`src/rtl/dm_arb_pkg.sv`:
```
// Shared definitions for the data-memory port arbiter: FSM state and
// requester (owner) encodings plus the default loader burst length.
package dm_arb_pkg;

   typedef enum logic {
      ARB      = 1'b0,
      LD_BURST = 1'b1
   } arb_state_e;

   typedef enum logic {
      OWN_CPU = 1'b0,
      OWN_LD  = 1'b1
   } owner_e;

   localparam int unsigned DM_MAX_BURST = 16;

endpackage : dm_arb_pkg

```
`src/rtl/dm_arb_pick.sv`:
```
// Combinational winner selection for the data-memory arbiter.
// Optional feature macro: DM_ARB_RR_EN (round-robin conflict resolution
// in ARB); without it the CPU always wins conflicts in ARB.
module dm_arb_pick (
   input  logic cpu_req_i,
   input  logic ld_req_i,
   input  logic last_win_i,   // owner_e encoding
   input  logic state_i,      // arb_state_e encoding
   output logic cpu_gnt_o,
   output logic ld_gnt_o
);
   import dm_arb_pkg::*;

`ifndef DM_ARB_RR_EN
   // Fixed priority never looks at the previous winner.
   logic unused_last_win;
   assign unused_last_win = last_win_i;
`endif

   // One-hot grant from state and requests; the burst lock shuts the CPU out.
   always_comb begin
      // NOTE: every output gets a default first so no path leaves it unassigned (no latch).
      cpu_gnt_o = 1'b0;
      ld_gnt_o  = 1'b0;
      if (state_i == LD_BURST) begin
         ld_gnt_o = ld_req_i;
      end else if (cpu_req_i && ld_req_i) begin
`ifdef DM_ARB_RR_EN
         if (last_win_i == OWN_LD) begin
            cpu_gnt_o = 1'b1;
         end else begin
            ld_gnt_o = 1'b1;
         end
`else
         cpu_gnt_o = 1'b1;
`endif
      end else begin
         cpu_gnt_o = cpu_req_i;
         ld_gnt_o  = ld_req_i;
      end
   end

endmodule : dm_arb_pick

```
`src/rtl/dm_port_arbiter.sv`:
```
// Shares the single-port synchronous data memory between the CPU load/store
// port and the bulk loader port. One grant per cycle, loader bursts lock the
// memory, read data (1-cycle latency) is tagged back to its requester.
// Optional feature macro: DM_ARB_RR_EN (see dm_arb_pick).
module dm_port_arbiter
   import dm_arb_pkg::*;
#(
   parameter int unsigned DATA_W    = 32,
   parameter int unsigned ADDR_W    = 10,
   parameter int unsigned MAX_BURST = DM_MAX_BURST
) (
   input  logic              clk,
   input  logic              rst_n,
   input  logic              cpu_req_i,
   input  logic              cpu_we_i,
   input  logic [ADDR_W-1:0] cpu_addr_i,
   input  logic [DATA_W-1:0] cpu_din_i,
   output logic              cpu_gnt_o,
   output logic              cpu_rvalid_o,
   output logic [DATA_W-1:0] cpu_dout_o,
   input  logic              ld_req_i,
   input  logic              ld_we_i,
   input  logic [ADDR_W-1:0] ld_addr_i,
   input  logic [DATA_W-1:0] ld_din_i,
   input  logic              ld_last_i,
   output logic              ld_gnt_o,
   output logic              ld_rvalid_o,
   output logic [DATA_W-1:0] ld_dout_o,
   output logic              dm_we_o,
   output logic [ADDR_W-1:0] dm_addr_o,
   output logic [DATA_W-1:0] dm_din_o,
   input  logic [DATA_W-1:0] dm_dout_i
);

   localparam int unsigned CNT_W = $clog2(MAX_BURST + 1);
   localparam logic [CNT_W-1:0] CNT_MAX = CNT_W'(MAX_BURST);
   localparam logic [CNT_W-1:0] CNT_ONE = CNT_W'(1);

   arb_state_e        state_q, state_d;
   owner_e            last_win_q, last_win_d;
   logic [CNT_W-1:0]  cnt_q, cnt_d;
   logic [CNT_W-1:0]  cnt_inc;
   logic              rd_cpu_q, rd_ld_q;
   logic [ADDR_W-1:0] addr_q;
   logic [DATA_W-1:0] din_q;
   logic              cpu_gnt, ld_gnt;

   dm_arb_pick u_pick (
      .cpu_req_i  (cpu_req_i),
      .ld_req_i   (ld_req_i),
      .last_win_i (last_win_q),
      .state_i    (state_q),
      .cpu_gnt_o  (cpu_gnt),
      .ld_gnt_o   (ld_gnt)
   );

   assign cpu_gnt_o = cpu_gnt;
   assign ld_gnt_o  = ld_gnt;

   // Count saturates at MAX_BURST instead of wrapping.
   assign cnt_inc = (cnt_q == CNT_MAX) ? cnt_q : cnt_q + CNT_ONE;

   // Next state: enter a burst on a non-final loader beat, leave on last beat,
   // on reaching MAX_BURST (forced release) or when the loader drops its request.
   always_comb begin
      state_d    = state_q;
      cnt_d      = cnt_q;
      last_win_d = last_win_q;
      unique case (state_q)
         ARB: begin
            if (cpu_gnt) last_win_d = OWN_CPU;
            if (ld_gnt)  last_win_d = OWN_LD;
            if (ld_gnt && !ld_last_i) begin
               state_d = LD_BURST;
               cnt_d   = CNT_ONE;
            end
         end
         LD_BURST: begin
            if (!ld_req_i) begin
               state_d = ARB;
               cnt_d   = '0;
            end else if (ld_last_i || (cnt_inc == CNT_MAX)) begin
               state_d    = ARB;
               cnt_d      = '0;
               last_win_d = OWN_LD;   // CPU takes the next conflict
            end else begin
               cnt_d = cnt_inc;
            end
         end
         default: begin
            state_d = ARB;
            cnt_d   = '0;
         end
      endcase
   end

   // FSM, burst counter and round-robin history registers.
   always_ff @(posedge clk or negedge rst_n) begin
      if (!rst_n) begin
         state_q    <= ARB;
         cnt_q      <= '0;
         last_win_q <= OWN_LD;
      end else begin
         // NOTE: state registers use non-blocking assignments so every flop samples pre-edge values.
         state_q    <= state_d;
         cnt_q      <= cnt_d;
         last_win_q <= last_win_d;
      end
   end

   // Read tags and the last driven memory address/data, held while idle.
   always_ff @(posedge clk or negedge rst_n) begin
      if (!rst_n) begin
         rd_cpu_q <= 1'b0;
         rd_ld_q  <= 1'b0;
         addr_q   <= '0;
         din_q    <= '0;
      end else begin
         rd_cpu_q <= cpu_gnt && !cpu_we_i;
         rd_ld_q  <= ld_gnt && !ld_we_i;
         if (cpu_gnt) begin
            addr_q <= cpu_addr_i;
            din_q  <= cpu_din_i;
         end else if (ld_gnt) begin
            addr_q <= ld_addr_i;
            din_q  <= ld_din_i;
         end
      end
   end

   // Memory port mux: granted requester's fields, else hold the last value.
   always_comb begin
      dm_we_o   = 1'b0;
      dm_addr_o = addr_q;
      dm_din_o  = din_q;
      if (cpu_gnt) begin
         dm_we_o   = cpu_we_i;
         dm_addr_o = cpu_addr_i;
         dm_din_o  = cpu_din_i;
      end else if (ld_gnt) begin
         dm_we_o   = ld_we_i;
         dm_addr_o = ld_addr_i;
         dm_din_o  = ld_din_i;
      end
   end

   assign cpu_rvalid_o = rd_cpu_q;
   assign ld_rvalid_o  = rd_ld_q;
   assign cpu_dout_o   = dm_dout_i;
   assign ld_dout_o    = dm_dout_i;

endmodule : dm_port_arbiter

```
`config.mk`:
```
export PLATFORM = sky130hd
export DESIGN_NAME = dm_port_arbiter
export DESIGN_NICKNAME = d
export VERILOG_FILES = /design/src/rtl/dm_arb_pkg.sv /design/src/rtl/dm_arb_pick.sv /design/src/rtl/dm_port_arbiter.sv
export SDC_FILE = /design/constraint.sdc
export NUM_CORES = 1
export LEC_CHECK = 0
export CORE_MARGIN = 1.5
export CORE_UTILIZATION = 33
export DETAILED_ROUTE_END_ITERATION = 6
export GPL_TIMING_DRIVEN = 0
export PLACE_DENSITY_LB_ADDON = 0.25
export SYNTH_ARGS = -nofsm -noshare
export SYNTH_HDL_FRONTEND = slang
export SYNTH_SLANG_ARGS = --single-unit
```
`constraint.sdc`:
```
create_clock -name clk -period 1.8 [get_ports clk]
set_input_delay 0.18 -clock clk [delete_from_list [all_inputs] [get_ports clk]]
set_output_delay 0.18 -clock clk [all_outputs]
set_load 0.02 [all_outputs]
```
Word-level counts from Yosys, hierarchy flattened
Index checks and enable logic that the tools add are counted.

Output and inout port bits: 111. Register bits after elaboration: 50.

Add/sub/neg operators: 1. Bitwise logic cells: 1. Reductions and logical operators: 8. Mux-type cells: 19. Equal/unequal tests: 3.

Operators by type and width (count): two-way mux 32 bit (2); two-way mux 10 bit (2); two-way mux 5 bit (4); equality test 5 bit, second input constant (2); one-hot mux 5 bit (2 select lines) (1); two-way mux 1 bit (9); adder 5 x 1 -> 5 bit, second input constant (1); logical AND 1 bit (4); logical NOT 1 bit (3); != test 2 bit, second input constant (1); one-hot mux 1 bit (2 select lines) (1); logical OR 1 bit (1); NOT 1 bit (1).

Longest topological paths before layout
Gate-level depths: netlist of run 1.

Word-level depth: 7. Mapped depth: 7. Depth with buffers taken out: 6.

Hierarchy
A second synthesis of run 1 with hierarchy kept.

Cell total of the unflattened synthesis: 315. Area, all modules: 2969.1 sq um.

By module, submodules not included: dm_port_arbiter (times used 1, cells each 313, area an instance 2946.6 sq um, seq. area each 1277.5 sq um); dm_arb_pick (times used 1, cells each 2, area an instance 22.5 sq um, seq. area each 0.0 sq um).

Worst setup path after synthesis of run 1
Ideal clock, no wire load.

Path kind: register -> register. From: reg state_q. To: reg addr_q[4]. Required time: 1.614 ns. Data arrival time: 1.546 ns. Path slack: 0.069 ns. Period minus slack after synthesis: 1.731 ns. Stages on the path, launching flop included: 7. Library setup time: 0.186 ns. Path through: dfrtp_1 -> clkbuf_1 -> nor2b_1 -> buf_2 -> clkbuf_1 -> nand2_1 -> o21ai_0.

Elaborated cells between the ends (all ways): 4. Those cells by class: 4 x mux.

RTL lines: start, declared (line dm_port_arbiter.sv:39) `arb_state_e state_q, state_d;`; start signal, assigned (line dm_port_arbiter.sv:105) `state_q <= state_d;`; two-way mux 1 bit (line dm_arb_pick.sv:25) `if (state_i == LD_BURST) begin`; named net cpu_gnt_o (line dm_port_arbiter.sv:18) `output logic cpu_gnt_o,`; two-way mux 10 bit; named net dm_addr_o[4] (line dm_port_arbiter.sv:30) `output logic [ADDR_W-1:0] dm_addr_o,`; end signal, assigned (line dm_port_arbiter.sv:122) `addr_q <= cpu_addr_i;`; end signal, assigned (line dm_port_arbiter.sv:125) `addr_q <= ld_addr_i;`; end, declared (line dm_port_arbiter.sv:44) `logic [ADDR_W-1:0] addr_q;`.

The timed path passes the listed nets, and every way through them passes these cells. A chain may end at the register's enable or synchronous reset.

Final worst setup path of run 1
From: reg state_q. To: out dm_addr_o[0].

Longest elaborated chain between the ends: 3. Elaborated cells between the ends (all ways): 4. Those cells by class: 4 x mux.

RTL lines: two-way mux 1 bit (line dm_arb_pick.sv:25); two-way mux 10 bit (line dm_port_arbiter.sv:140) `end else if (ld_gnt) begin`; two-way mux 10 bit (*) (line dm_port_arbiter.sv:136) `if (cpu_gnt) begin`; end, declared (line dm_port_arbiter.sv:30).

Every way passes the cells marked *; elsewhere a longest branch is shown, timed or not.

==> results.tsv, run 1 <==
stage	metric	value	unit
global_route	GRT Resource Usage Total	19.2	%
logic_synthesis	Mapped Nets	426	
floorplan	Core ar.	0.00864	mm²
logic_synthesis	Post-synth EDFFs	0	
final_layout	nets@finish	652	
timing	Pins Over Slew Limit	0	
critical_path	endpoint class of the critical path	output pin	
power_and_ir_drop	Total Power	3.41	mW
detailed_routing	WL final	9280	µm
critical_path	crit path launch type	flip-flop	
timing	skew final	5.67	ps
floorplan	Ports	234	
placed_design	RD Place Congestion	0.804	
power_and_ir_drop	PD cells	634	mW/mm²
global_route	vias in the first global route	3069	
global_route	largest net degree at the start of global routing	28	
detailed_routing	drt wl/cell	14.6	µm
detailed_routing	DR pass1 iterations	4	
logic_synthesis	synthesized instance count	301	
placed_design	HPWL Detailed	7010	µm
final_layout	diode count	0	
timing	f_max	0.569	GHz
floorplan	Die X-Extent	96.8	µm
timing	RSZ-0062 raised after global routing	yes	
final_layout	Final Util	62.4	%
critical_path	Crit Path Class	reg -> out	
logic_synthesis	post-synthesis sequential area ratio	43.1	%
placed_design	Buffers on Ports	201	
logic_synthesis	count leader, synth	buf_4	
floorplan	Initial Util	33.6	%
global_route	final global-route overflow total	0	
critical_path	Critical Path AT	1580	ps
logic_synthesis	flops & latches, synth	50	
power_and_ir_drop	leakage power	2.53	nW
clocking	clk root buf	clkbuf_8	
detailed_routing	Iteration-0 DRC Markers	48	
final_layout	# fillers	742	
clocking	clock buffer depth	2	
detailed_routing	DRT antenna net count	0	
logic_synthesis	Synth Flop Type	dfrtp_1	
timing	final hold vios	0	
logic_synthesis	area leader, netlist	dfrtp_1	
outcome	status	finished, final reports clean	
logic_synthesis	synth cell count leaders	buf_4 (64), dfrtp_1 (50), nand2_1 (48)	
detailed_routing	DRC	0	
logic_synthesis	Yosys cell types	29	
logic_synthesis	Avg Cell Area, Syn	9.65	µm²
timing	Worst-Margin Slew	602	ps
placed_design	pre-CTS setup slack	-816	ps
logic_synthesis	Ys Warns	0	
critical_path	Crit Path Max Fanout	5	
floorplan	die area	0.00937	mm²
logic_synthesis	Synth top area share	43.1	%
floorplan	num rows	34	
hold_path	worst min-delay path class	in -> async	
logic_synthesis	Mapped Area	0.00290	mm²
clocking	CTS tree	built	
detailed_routing	DR vias	2897	
clocking	total CTS buffers	5	
timing	Setup-failing EPs final	0	
logic_synthesis	Synth async-reset ratio	100	%
final_layout	Syn-to-layout area delta	85.5	%
clocking	Clock Sinks	50	
global_route	initial antenna violation count	0	
flow_run	Max-Cap Viols	0	
clocking	# H-tree levels	2	
timing	setup tns final	0	ps
timing	fin worst setup slack	43.7	ps
detailed_routing	DR vias/cell	4.56	
logic_synthesis	top cells by area, synth	dfrtp_1 (43%), buf_4 (17%), mux2i_1 (15%), o21ai_0 (7.8%), nand2_1 (6.2%)	
power_and_ir_drop	maximum VDD drop	0.416	mV
floorplan	die height	96.8	µm
clocking	Clock transition at path regs	90	ps
clocking	Clk Latency, worst-skew pair	300	ps
timing	slew margin rel.	59.9	%
global_route	global-route wire length before repair	14800	µm
final_layout	share of cells above drive strength 1	32.6	%
timing	Final Cycle Share	97.6	%
timing	Min Clock Period, post-route	1760	ps
critical_path	WP data required	1620	ps
## through the flow
| step | instance area, µm² | instances | hold slack [ps] |
|---|---|---|---|
| 5_1_grt | 5390 | 636 | 442 |
| 2_1_floorplan | 2900 | 301 | -116 |
| 6_report | 5390 | 636 | 417 |
| 4_1_cts | 5130 | 621 | 427 |
| 3_5_place_dp | 5070 | 611 | 222 |
| 3_3_place_gp | 5050 | 610 | 585 |
## logic make-up after synthesis
group	after synthesis	share of synthesized area (%)
adders and majority gates	2	0.862
DFF	50	43.1
muxes	43	14.8
and+or+nand+nor	63	9.95
AOI/OAI and AO/OA	57	10.8
xor gates and xnor gates	3	0.905
buffers and inverters	83	19.6
## worst paths after layout
check,cells after the start,start,slack (ps),end
setup / recovery,7,state_q,40,dm_addr_o[0]
hold / removal,2,rst_n,420,din_q[31]
setup reg to reg,7,cnt_q[1],120,state_q
hold reg to reg,2,din_q[23],560,din_q[23]
max in group asynchronous,3,rst_n,810,state_q
min in group clk,3,cpu_din_i[19],440,din_q[19]
## per-layer routing
metal  share of wire [%]  wire [µm]  global-route usage [%]
met5                   0          0                       0
met2                  53       4920                    35.9
met4                0.52         48                    4.12
met3                 6.3        581                    4.77
met1                  40       3730                    21.9
## power breakdown
group / internal, mW / switching, mW
logic: 0.720 / 0.624
registers: 1.24 / 0.0362
clock network: 0.417 / 0.379
total: 2.37 / 1.04
## placed cells by master, fill, tap and decap left out, types with 2 or more instances in the layout
cell and n:
a21oi_1 4, buf_12 2, buf_2 19, buf_4 100, buf_6 16, buf_8 4
clkbuf_1 2, clkbuf_8 5, clkdlybuf4s50_1 155, dfrtp_1 48, dfrtp_2 2, dlygate4sd2_1 2
ha_1 2, inv_1 2, mux2i_1 42, nand2_1 44, nand2_2 4, nand2b_1 2
nand3_1 2, nor2b_1 3, nor3b_1 2, o21ai_0 15, o21ai_1 17, o21ai_2 13
o22ai_1 2, xor2_1 2
## worst max-delay path: stages (launching register included)
cell     delay [ps]
dfrtp_2         430
nor2b_4         130
buf_6           150
buf_8           130
buf_8           120
nand2_1          70
o21ai_2          80
buf_4           170
## registers in the layout, indices dropped and copies added, names as in the netlist
| name | count |
|---|---|
| state_q | 1 |
| din_q | 32 |
| cpu_rvalid_o | 1 |
| addr_q | 10 |
| ld_rvalid_o | 1 |
| cnt_q | 5 |
## what timing repair did
action	in CTS	in global routing
cloned	1	1
resized for setup	286	61
setup buffers	1	14
pin swaps	1	1
setup endpoints to repair	54	45
endpoints found under the hold margin	23	0
hold buffers	1	0
## area by class of cell
cell class	instances	area [µm²]	share of cell area, %
Multi-Input combinational cell	168	1150	21.4
Inverter	2	7.51	0.139
Tap cell	108	135	2.51
Clock inverter	1	30.0	0.557
Buffer	80	664	12.3
Sequential cell	50	1250	23.3
Clock buffer	7	76.3	1.42
Timing Repair Buffer	220	2070	38.4
Power figures use the tool's default switching activity.
==> run 2, diff against run 1 <==
Settings changed: GPL_ROUTABILITY_DRIVEN set to 0, GPL_TIMING_DRIVEN 0 to not set.
==> run 2 against run 1 <==
  * Sequential share of layout area rose by 5.8 points
  * Register-to-register slack barely moved
  * Global-route usage down 3.5 points
  * Non-clock buffer count shrank 131
  * Critical path depth is 1 lower
  * Wire length fell by 16%
  * Maximum frequency grew 3.3%
  * Die area stayed put
  * Cell area decreased by 20%
  * Utilization decreased by 13 points
  * Sequential power hardly changed
==> results.tsv, run 2 (synthesized netlist as in run 1, its figures left out) <==
stage	metric	value	unit	change
power_and_ir_drop	leakage power	2.00	nW	-21%
critical_path	endpoint class of the critical path	output pin		
critical_path	RR Endpoint	state_q		
global_route	largest net degree at the start of global routing	35		+25%
global_route	global-route wire length before repair	12100	µm	-18%
placed_design	pre-CTS setup slack	-363	ps	+454 ps
clocking	CTS tree	built		
detailed_routing	DR vias/cell	4.73		+3.8%
final_layout	most frequent cells in the layout	clkdlybuf4s50_1 (90), buf_4 (51), dfrtp_1 (50), nand2_1 (48), mux2i_1 (43)		
placed_design	placed inst area	0.00407	mm²	-20%
floorplan	die area	0.00937	mm²	unchanged
floorplan	die height	96.8	µm	unchanged
clocking	clock buffer depth	2		unchanged
clocking	Clock transition at path regs	100	ps	about the same
timing	Final Cycle Share	94.4	%	-3.1 points
critical_path	R2R Path Start	cnt_q[1]		
clocking	Clock Sinks	50		unchanged
final_layout	biggest regs	din_q (32), addr_q (10), cnt_q (5)		
final_layout	Syn-to-layout area delta	48.2	%	
timing	slew margin rel.	61.9	%	+2.0 points
hold_path	worst min-delay path class	in -> out		
clocking	# H-tree levels	2		unchanged
global_route	GRT Resource Usage Total	15.6	%	-3.5 points
floorplan	Core ar.	0.00864	mm²	unchanged
power_and_ir_drop	PD cells	697	mW/mm²	+10%
clocking	total CTS buffers	5		unchanged
critical_path	Crit Path Class	reg -> out		
critical_path	Critical Path AT	1520	ps	-60 ps
final_layout	diode count	0		unchanged
timing	skew final	8.69	ps	+3.02 ps
hold_path	min-delay src	dm_dout_i[12]		
final_layout	nets@finish	521		-20%
final_layout	Final Cell Area	0.00430	mm²	-20%
detailed_routing	WL final	7830	µm	-16%
critical_path	crit path launch type	flip-flop		
detailed_routing	DR pass1 iterations	4		unchanged
final_layout	share of cells above drive strength 1	28.7	%	-3.9 points
detailed_routing	DRC	0		unchanged
floorplan	Ports	234		unchanged
global_route	final global-route overflow total	0		unchanged
flow_run	Max-Cap Viols	0		unchanged
timing	final hold vios	0		unchanged
timing	fin worst setup slack	100	ps	+56.2 ps
critical_path	r2r worst-path depth	6		-1
final_layout	largest reg by FF count	din_q		
floorplan	Initial Util	33.6	%	unchanged
hold_path	WHS Endpoint	cpu_dout_o[12]		
floorplan	Die X-Extent	96.8	µm	unchanged
placed_design	HPWL Detailed	5100	µm	-27%
detailed_routing	Iteration-0 DRC Markers	106		+120%
final_layout	most common cell after layout, fill and taps aside	clkdlybuf4s50_1		
timing	RSZ-0062 raised after global routing	yes		
global_route	vias in the first global route	2401		-22%
detailed_routing	drt wl/cell	15.5	µm	+6.3%
critical_path	WP data required	1620	ps	about the same
clocking	clk root buf	clkbuf_8		
clocking	Clk Latency, worst-skew pair	300	ps	about the same
global_route	initial antenna violation count	0		unchanged
final_layout	max reg flops	32		unchanged
detailed_routing	DRT antenna net count	0		unchanged
critical_path	Crit Path Max Fanout	8		+3
outcome	status	finished, final reports clean		
detailed_routing	DR vias	2387		-18%
timing	Worst-Margin Slew	571	ps	-30.4 ps
hold_path	Hold Crit Depth	0		
timing	Pins Over Slew Limit	0		unchanged
timing	f_max	0.588	GHz	+3.3%
timing	setup tns final	0	ps	unchanged
timing	Min Clock Period, post-route	1700	ps	-56.2 ps
critical_path	register-to-register setup slack	110	ps	about the same
floorplan	num rows	34		unchanged
power_and_ir_drop	maximum VDD drop	0.305	mV	-27%
timing	Setup-failing EPs final	0		unchanged
placed_design	Buffers on Ports	137		-32%
-- run 2: timing repair --
action / 4_1_cts / 5_1_grt
buffers inserted: 3 / 0
resized for setup: 248 / 76
hold buffers: 1 / 0
endpoints found under the hold margin: 23 / 0
gates cloned: 1 / 5
endpoints found under the setup margin: 45 / 42
pin swaps: 0 / 0
-- run 2: per-stage QoR --
step / hold WS (ps) / cells / total power [mW] / util [%]
floorplan: -116 / 301 / 1.90 / -
global placement: 216 / 487 / 2.26 / 47.2
detailed placement: 210 / 487 / 2.27 / 47.2
CTS: 360 / 500 / 2.90 / 46.4
global route: 360 / 505 / 3.17 / 49.8
finish: 360 / 505 / 3.00 / 49.8
-- run 2: worst max path at each step --
stage	startpoint	depth (start not counted)	slack, ps	endpoint
global route	state_q	6	-9	dm_din_o[30]
detailed placement	cpu_req_i	6	-360	dm_din_o[24]
floorplan	state_q	6	70	addr_q[4]
CTS	state_q	6	30	dm_din_o[4]
global placement	cpu_req_i	6	-350	dm_addr_o[7]
finish	state_q	6	100	dm_din_o[3]
-- run 2: routing by layer --
metal | wire (µm) | global-route usage, % | vias to the layer above
met2 | 3730 | 25.7 | 111
met5 | 0 | 0 | -
met1 | 3410 | 18.9 | 1108
met3 | 479 | 4.62 | 26
met4 | 207 | 7.13 | 0
li1 | - | - | 1142
-- run 2: layout make-up --
class	count	area (µm²)
flip-flops and latches	50	1250
clock inverters	1	5.00
multi-input cells	168	1190
well taps	108	135
fillers	845	4330
inverters	2	7.51
repair buffers	169	1630
clock buffers	7	86.3
-- run 2: power breakdown --
group / internal (mW) / leakage [nW] / switching, mW
Sequential: 1.24 / 0.614 / 0.0347
Clock: 0.311 / 0.0482 / 0.377
Combinational: 0.546 / 1.33 / 0.495
Total: 2.09 / 2.00 / 0.906
-- run 2: worst max-delay path, stage by stage (launching register included) --
cell and delay [ps]:
dfrtp_1 430, nor2b_4 160, buf_6 150, clkbuf_16 150, nand2_1 50, o21ai_1 90, buf_2 190
